$ cat config.mk
export PLATFORM = sky130hd
export DESIGN_NAME = iter_divider
export DESIGN_NICKNAME = d
export VERILOG_FILES = /design/src/rtl/iter_divider.sv
export SDC_FILE = /design/constraint.sdc
export NUM_CORES = 1
export LEC_CHECK = 0
export CORE_MARGIN = 5
export CORE_UTILIZATION = 40
export CTS_CLUSTER_DIAMETER = 80
export DETAILED_ROUTE_END_ITERATION = 7
export PLACE_DENSITY = 0.65
export SETUP_SLACK_MARGIN = 0.1
export SLEW_MARGIN = 20
export SYNTH_ARGS = -nofsm -noshare
export SYNTH_HDL_FRONTEND = slang
export SYNTH_SLANG_ARGS = --single-unit
export TNS_END_PERCENT = 50
$ cat constraint.sdc
create_clock -name clk -period 12.6 [get_ports clk]
set_input_delay 2.52 -clock clk [delete_from_list [all_inputs] [get_ports clk]]
set_output_delay 2.52 -clock clk [all_outputs]
set_load 0.02 [all_outputs]
$ cat src/rtl/iter_divider.sv
// iter_divider -- multi-cycle restoring radix-2 integer divider.
//
// Produces one quotient bit per clock. Signed operands are reduced to
// magnitudes on acceptance. The signs are re-applied on the edge that enters
// DONE, so the results are registered.
//
// Ports:
//   clk, resetn            clock, asynchronous active-low reset
//   div_begin              request level, sampled only in IDLE
//   div_sign               1 = signed divide, 0 = unsigned
//   div_op1, div_op2       dividend, divisor
//   div_cancel             (DIV_CANCEL_EN only) flush: abandon the operation
//   div_result             quotient (all ones on a zero divisor)
//   div_remainder          remainder (dividend on a zero divisor)
//   div_end                one-cycle completion pulse (DONE state)
//   div_busy               high in BUSY and DONE
//
// Optional feature macro: DIV_CANCEL_EN adds the div_cancel input.
//
// Latency: div_begin accepted at the end of cycle T gives div_end in T+WIDTH+1.

module iter_divider #(
   parameter int WIDTH = 32
) (
   input  logic             clk,
   input  logic             resetn,
   input  logic             div_begin,
   input  logic             div_sign,
   input  logic [WIDTH-1:0] div_op1,
   input  logic [WIDTH-1:0] div_op2,
`ifdef DIV_CANCEL_EN
   input  logic             div_cancel,
`endif
   output logic [WIDTH-1:0] div_result,
   output logic [WIDTH-1:0] div_remainder,
   output logic             div_end,
   output logic             div_busy
);

   localparam int CW = (WIDTH > 1) ? $clog2(WIDTH) : 1;

   typedef enum logic [1:0] {IDLE, BUSY, DONE} state_t;

   state_t           state;
   logic [CW-1:0]    cnt;
   logic [WIDTH-1:0] dvd;       // dividend magnitude; quotient bits shift in at the LSB
   logic [WIDTH-1:0] dvs;       // divisor magnitude
   logic [WIDTH-1:0] rem;       // partial remainder
   logic [WIDTH-1:0] op1_raw;   // dividend as presented, returned on a zero divisor
   logic             a_neg;     // signed divide with a negative dividend
   logic             b_neg;     // signed divide with a negative divisor
   logic             dvs_zero;

   logic cancel;
`ifdef DIV_CANCEL_EN
   assign cancel = div_cancel;
`else
   assign cancel = 1'b0;
`endif

   // Operand conditioning. div_sign is folded into the sign flags, so an
   // unsigned divide never triggers a fix-up.
   logic             op1_neg, op2_neg;
   logic [WIDTH-1:0] op1_abs, op2_abs;

   assign op1_neg = div_sign & div_op1[WIDTH-1];
   assign op2_neg = div_sign & div_op2[WIDTH-1];
   assign op1_abs = op1_neg ? -div_op1 : div_op1;
   assign op2_abs = op2_neg ? -div_op2 : div_op2;

   // One restoring step. rem_shift carries an extra MSB so that a partial
   // remainder with its top bit set still compares correctly against the
   // divisor. When qbit is 1 the difference fits in WIDTH bits, so the
   // modulo-2^WIDTH subtraction is exact.
   logic [WIDTH:0]   rem_shift;
   logic             qbit;
   logic [WIDTH-1:0] rem_nxt, quo_nxt;

   assign rem_shift = {rem, dvd[WIDTH-1]};
   assign qbit      = (rem_shift >= {1'b0, dvs});
   assign rem_nxt   = qbit ? (rem_shift[WIDTH-1:0] - dvs) : rem_shift[WIDTH-1:0];
   assign quo_nxt   = {dvd[WIDTH-2:0], qbit};

   always_ff @(posedge clk or negedge resetn) begin
      if (!resetn) begin
         state         <= IDLE;
         cnt           <= '0;
         dvd           <= '0;
         dvs           <= '0;
         rem           <= '0;
         op1_raw       <= '0;
         a_neg         <= 1'b0;
         b_neg         <= 1'b0;
         dvs_zero      <= 1'b0;
         div_result    <= '0;
         div_remainder <= '0;
         div_end       <= 1'b0;
         div_busy      <= 1'b0;
      end else begin
         case (state)
            IDLE: begin
               if (div_begin && !cancel) begin
                  dvd      <= op1_abs;
                  dvs      <= op2_abs;
                  op1_raw  <= div_op1;
                  a_neg    <= op1_neg;
                  b_neg    <= op2_neg;
                  dvs_zero <= (div_op2 == '0);
                  rem      <= '0;
                  cnt      <= '0;
                  div_busy <= 1'b1;
                  state    <= BUSY;
               end
            end
            BUSY: begin
               if (cancel) begin
                  div_busy <= 1'b0;
                  state    <= IDLE;
               end else begin
                  rem <= rem_nxt;
                  dvd <= quo_nxt;
                  cnt <= cnt + 1'b1;
                  if (cnt == CW'(WIDTH-1)) begin
                     // The final step and the sign fix-up share this edge.
                     if (dvs_zero) begin
                        div_result    <= '1;
                        div_remainder <= op1_raw;
                     end else begin
                        div_result    <= (a_neg ^ b_neg) ? -quo_nxt : quo_nxt;
                        div_remainder <= a_neg ? -rem_nxt : rem_nxt;
                     end
                     div_end <= 1'b1;
                     state   <= DONE;
                  end
               end
            end
            DONE: begin
               div_end  <= 1'b0;
               div_busy <= 1'b0;
               state    <= IDLE;
            end
            default: begin
               div_end  <= 1'b0;
               div_busy <= 1'b0;
               state    <= IDLE;
            end
         endcase
      end
   end

endmodule

==> flow_summary.json, run 1 <==
{
  "grt_start_max_net_pins": 77,
  "first_pass_iters": 5,
  "synth-adder-area-share": 0.0369,
  "cts_root_buf": "clkbuf_16",
  "grt_use_total": 0.209,
  "ios": 134,
  "r2r_cells": 19,
  "ys.warnings.count": 0,
  "crit_fanout": 42,
  "h-tree-depth": 1,
  "r2r_start": "rem[13]",
  "final_layout_size_suffix_gt1_frac": 0.0531,
  "yosysTopAreaCellShare": 0.380,
  "crit_type": "flip-flop to flip-flop",
  "nets": 1807,
  "drt_iter0_markers": 1021,
  "fin_setup_tns_ns": 0,
  "dp_hpwl_mm": 29.8,
  "ff2ff_setup_slack_ns": 6.68,
  "cap_violations": 0,
  "clock_sinks": 204,
  "worst_hold_startpoint": "op1_raw[12]",
  "syn_to_final_growth_pct": 18.6,
  "cts_hold_buf": 0,
  "fin_cells": 2163,
  "r2r_end": "div_remainder[30]",
  "placed_area_mm2": 0.0151,
  "num-fill-cells": 3287,
  "whs_path_depth": 2,
  "wl_mm": 40.5,
  "cp.arrival_ns": 6.34,
  "syn_inst": 1612,
  "worstSkewPairLatency_ns": 0.54,
  "syn_avg_cell_area_um2": 8.33,
  "fp.dieW_um": 193,
  "hold_viol": 0,
  "grt-ovfl-total": 0,
  "timing.final.crit_share": 0.470,
  "place.gp.congestion": 0.937,
  "fin_skew_ns": 0.0100,
  "route.detailed.drc": 0,
  "slew_headroom": 0.343,
  "yosys.area_share.simple": 0.200,
  "rsz0062_at_grt": "no",
  "hp-class": "flip-flop to flip-flop",
  "hold_path_end": "op1_raw[12]",
  "yosysMostFrequentCell": "nand2_1",
  "synth_xor_area_frac": 0.0854,
  "vias": 12300,
  "postLayoutSetupSlackWorst_ns": 6.68,
  "async_flop_share": 1.00,
  "die_h_um": 193,
  "placedCellCount": 2120,
  "synth-main-ff-cell": "dfrtp_1",
  "synth_top_family_by_area": "compound AO/OA/AOI/OAI gates",
  "final_cell_area_mm2": 0.0159,
  "period_minus_slack_ns": 5.92,
  "ys_top_cells_by_count": "nand2_1 (241), dfrtp_1 (204), o21ai_0 (186), a21oi_1 (120), nor2_1 (116)",
  "status": "complete, no violations",
  "num_antenna_cells": 0,
  "cts_tree": "done",
  "finalSetupViolCount": 0,
  "postRouteAntennaNets": 0,
  "worstPathRequired_ns": 13.01,
  "synth_seq_cells": 204,
  "cts_resized": 0,
  "die_area_mm2": 0.0374,
  "crit_chain": "ha_1 > a21oi_2 > o211ai_1 > a221o_1 > o211ai_4 > nand2_4 > inv_2 > buf_4 > mux2i_1 > ha_1 > nand2_1 > a211oi_1 > o211ai_1 > a2bb2oi_1 > nor4_4 > and4b_1 > nand4b_1 > and4_1 > or3_1",
  "max_freq_ghz": 0.169,
  "synthMuxAreaShare": 0.0223,
  "synth_nets": 1719,
  "fp.coreArea_mm2": 0.0334,
  "cts-root-to-sink-buffers": 3,
  "grt_pass1_wl_mm": 65.4,
  "synth_largest_area_cell": "dfrtp_1",
  "synth-edff-count": 0,
  "routedWlPerCell_um": 18.7,
  "worstMarginPinSlew_ns": 0.985,
  "cts_buffers": 25,
  "clk_pin_slew_ns": 0.06,
  "dpl_worst_slack_ns": 6.84,
  "ys_seq_area_frac": 0.380,
  "rows": 67,
  "routed_via_density": 5.70,
  "crit_path_start_kind": "flip-flop",
  "synthTopCellsByArea": "dfrtp_1 (38%), o21ai_0 (6.9%), nand2_1 (6.7%), xnor2_1 (5.5%), a21oi_1 (4.5%)",
  "cp_slowest_cell": "dfrtp_1",
  "start_util": 0.403,
  "finalMaxSlewViolations": 0,
  "synth_compound_area_frac": 0.232,
  "crit_path_end_kind": "flip-flop",
  "synth_area_mm2": 0.0134,
  "post_cts_buffers": 0,
  "grt_pass1_vias": 12000,
  "antenna_found_initial": 0,
  "cp_slowest_stage_delay_ns": 0.46,
  "synth_cell_types": 85,
  "numPortBuffers": 133
}
## sequential cells by signal (all words and copies together) (netlist names)
signal / flops
a_neg: 1
b_neg: 1
cnt: 5
div_busy: 1
div_end: 1
div_remainder: 32
div_result: 32
dvd: 32
dvs: 32
dvs_zero: 1
op1_raw: 32
rem: 32
state: 2
## worst max-delay path by stage
stage / start / endpoint / slack (ns) / depth (start not counted)
finish: rem[13] / div_remainder[30] / 6.68 / 19
detailed placement: rem[13] / div_remainder[30] / 6.84 / 19
floorplan: rem[11] / div_remainder[30] / 7.74 / 20
global placement: div_op1[2] / dvd[28] / 6.91 / 10
CTS: rem[13] / div_remainder[30] / 6.81 / 19
global route: rem[13] / div_remainder[30] / 6.35 / 19
## metal layers
| layer | GRT usage | share of wire |
|---|---|---|
| met5 | 0 | 0 |
| met2 | 0.343 | 0.47 |
| met1 | 0.292 | 0.45 |
| met3 | 0.0209 | 0.045 |
| met4 | 0.0671 | 0.032 |
## through the flow
step,hold slack (ns),utilization
5_1_grt,0.504,0.478
6_report,0.473,0.478
3_5_place_dp,0.461,0.452
2_1_floorplan,0.438,-
3_3_place_gp,0.456,0.452
4_1_cts,0.474,0.477
## cell usage in the layout, fill, tap and decap left out, types with 6 or more instances in the layout
| cell | instances |
|---|---|
| buf_4 | 14 |
| nand3_1 | 49 |
| dfrtp_1 | 204 |
| ha_1 | 38 |
| nor2_1 | 113 |
| a211oi_1 | 11 |
| or3_1 | 16 |
| nor3_1 | 35 |
| or4_1 | 11 |
| and3_1 | 20 |
| o41ai_1 | 11 |
| clkdlybuf4s50_1 | 132 |
| and2_1 | 14 |
| mux2i_1 | 25 |
| nand2b_1 | 8 |
| o211a_1 | 6 |
| o211ai_1 | 11 |
| a31oi_1 | 17 |
| inv_1 | 56 |
| a21oi_1 | 120 |
| nand2_1 | 241 |
| o31ai_1 | 11 |
| a22oi_1 | 31 |
| xor2_1 | 46 |
| clkbuf_16 | 25 |
| o31a_1 | 6 |
| xnor2_1 | 84 |
| o21a_1 | 7 |
| and4_1 | 8 |
| nand4_1 | 6 |
| a21o_1 | 12 |
| clkbuf_1 | 6 |
| nor4_1 | 15 |
| o21ai_0 | 186 |
## worst max-delay path: cells and delay by family, from the launching register on
kind / cells / cell delay (ns)
compound gates: 7 / 1.87
fa+ha+maj: 2 / 0.72
buf+inv: 2 / 0.50
flops: 1 / 0.46
mux: 1 / 0.35
simple gates: 7 / 1.89
## cell type report
cell class	count	area, um^2	area share
timing repair buffer	149	1460	0.0918
inverter	57	214	0.0134
multi-input combinational	1263	7770	0.488
clock buffer	34	689	0.0433
clock inverter	8	133	0.00832
sequential	204	5100	0.320
tap	448	561	0.0352
## kinds of logic after synthesis
logic type / Yosys count
multiplexers: 29
adder cells (fa/ha/maj): 39
AND/OR/NAND/NOR: 569
XOR/XNOR: 131
AO/OA/AOI/OAI: 495
flip-flops: 204
buffers and inverters: 145
Power of run 1 is not shown: default switching activity piles up to over one toggle a cycle in this logic, so the estimate is an artifact.
==> inputs of run 2 (changes only) <==
--- a/config.mk
+++ b/config.mk
@@ -9,7 +9,7 @@
 export CORE_UTILIZATION = 40
 export CTS_CLUSTER_DIAMETER = 80
 export DETAILED_ROUTE_END_ITERATION = 7
-export PLACE_DENSITY = 0.65
+export PLACE_DENSITY = 0.68
 export SETUP_SLACK_MARGIN = 0.1
 export SLEW_MARGIN = 20
 export SYNTH_ARGS = -nofsm -noshare
==> constraint.sdc (replaced) <==
create_clock -name clk -period 5.2 [get_ports clk]
set_input_delay 1.04 -clock clk [delete_from_list [all_inputs] [get_ports clk]]
set_output_delay 1.04 -clock clk [all_outputs]
set_load 0.02 [all_outputs]
==> flow_summary.json, run 2 (synthesis results as in run 1) <==
{
  "grt-ovfl-total": 0,
  "ios": 134,
  "vias": 12400,
  "worstMarginPinSlew_ns": 0.851,
  "nets": 1819,
  "cp.depth": 18,
  "cts_tree": "done",
  "slew_headroom": 0.427,
  "critPathTopFamily": "compound AO/OA/AOI/OAI gates",
  "syn_to_final_growth_pct": 19.7,
  "max_freq_ghz": 0.206,
  "fp.dieW_um": 193,
  "r2r_end": "div_remainder[30]",
  "status": "complete, no violations",
  "cp_slowest_cell": "dfrtp_1",
  "final_layout_size_suffix_gt1_frac": 0.0671,
  "first_pass_iters": 5,
  "die_h_um": 193,
  "die_area_mm2": 0.0374,
  "endpoint": "div_remainder[30]",
  "grt_pass1_vias": 12000,
  "crit_type": "flip-flop to flip-flop",
  "cts-root-to-sink-buffers": 3,
  "rsz0062_at_grt": "no",
  "fp.coreArea_mm2": 0.0334,
  "cp_slowest_stage_delay_ns": 0.45,
  "critPathBufInv": 1,
  "wl_mm": 40.3,
  "period_minus_slack_ns": 4.86,
  "mostFrequentLayoutCells": "nand2_1 (241), dfrtp_1 (202), o21ai_0 (184), clkdlybuf4s50_1 (132), a21oi_1 (118)",
  "timing.final.crit_share": 0.934,
  "critPathLaunch": "rem[13]",
  "postRouteAntennaNets": 0,
  "worst_hold_startpoint": "op1_raw[16]",
  "r2r_start": "rem[13]",
  "hold_viol": 0,
  "fin_skew_ns": 0.0144,
  "crit_fanout": 6,
  "worstSkewPairLatency_ns": 0.54,
  "ff2ff_setup_slack_ns": 0.34,
  "cap_violations": 0,
  "crit_chain": "ha_1 > a21oi_2 > o211ai_1 > a221o_1 > o211ai_4 > nand2_4 > inv_2 > mux2i_2 > ha_1 > nand2_1 > a211oi_2 > o211ai_1 > a2bb2oi_1 > nor4_4 > and4b_2 > nand4b_1 > and4_1 > or3_1",
  "crit_path_end_kind": "flip-flop",
  "cts_buffers": 24,
  "cts_hold_buf": 0,
  "finalMaxSlewViolations": 0,
  "drt_iter0_markers": 1080,
  "route.detailed.drc": 0,
  "hp-class": "flip-flop to flip-flop",
  "final_common_cell": "nand2_1",
  "cts_root_buf": "clkbuf_16",
  "cp.arrival_ns": 5.26,
  "grt_start_max_net_pins": 134,
  "fin_setup_tns_ns": 0,
  "r2r_cells": 18,
  "antenna_found_initial": 0,
  "place.gp.congestion": 0.895,
  "finalSetupViolCount": 0,
  "dp_hpwl_mm": 29.6,
  "grt_use_total": 0.206,
  "crit_path_start_kind": "flip-flop",
  "h-tree-depth": 1,
  "worstPathRequired_ns": 5.60,
  "routedWlPerCell_um": 18.5,
  "grt_pass1_wl_mm": 64.8,
  "start_util": 0.403,
  "numPortBuffers": 133,
  "clk_pin_slew_ns": 0.06,
  "whs_path_depth": 2,
  "rows": 67,
  "routed_via_density": 5.69,
  "clock_sinks": 204,
  "num_antenna_cells": 0
}
run 2: layout make-up:
class,instances,area [um^2]
fillers,3260,17300
multi-input cells,1263,7810
flip-flops and latches,204,5110
repair buffers,162,1570
clock buffers,38,733
well taps,448,561
inverters,57,214
clock inverters,6,91.3
run 2: stage by stage:
step	std cells	utilization	cell area (um^2)	worst slack [ns]	hold WS, ns
2_1_floorplan	1612	-	13400	0.338	0.438
3_3_place_gp	2131	0.455	15200	0.393	0.455
3_5_place_dp	2131	0.455	15200	0.140	0.463
4_1_cts	2175	0.480	16000	0.116	0.477
5_1_grt	2178	0.482	16100	0.0587	0.489
6_report	2178	0.482	16100	0.343	0.473
run 2: how the worst min path moves through the flow:
stage | to | slack [ns]
6_report | op1_raw[16] | 0.47
3_5_place_dp | op1_raw[14] | 0.46
4_1_cts | op1_raw[14] | 0.48
5_1_grt | op1_raw[19] | 0.49
2_1_floorplan | op1_raw[22] | 0.44
3_3_place_gp | op1_raw[27] | 0.45
run 2: routing by layer:
metal / vias up / GRT usage / wire length (um)
met1: 6095 / 0.280 / 18000
met5: - / 0 / 0
li1: 5974 / - / -
met3: 46 / 0.0247 / 1660
met4: 0 / 0.0451 / 710
met2: 287 / 0.356 / 19900
run 2: timing repair:
item                       4_1_cts  5_1_grt
pin swaps                        1        2
gates resized for setup          0       15
cloned                           0        0
setup endpoints to repair        1        6
setup buffers                    0        3
run 2: worst min-delay path, cell delays in order, from the launching register on:
cell and delay [ns]:
dfrtp_1 0.34, nand2_1 0.05, nand2_1 0.05
Power of run 2 is left out for the same reason.
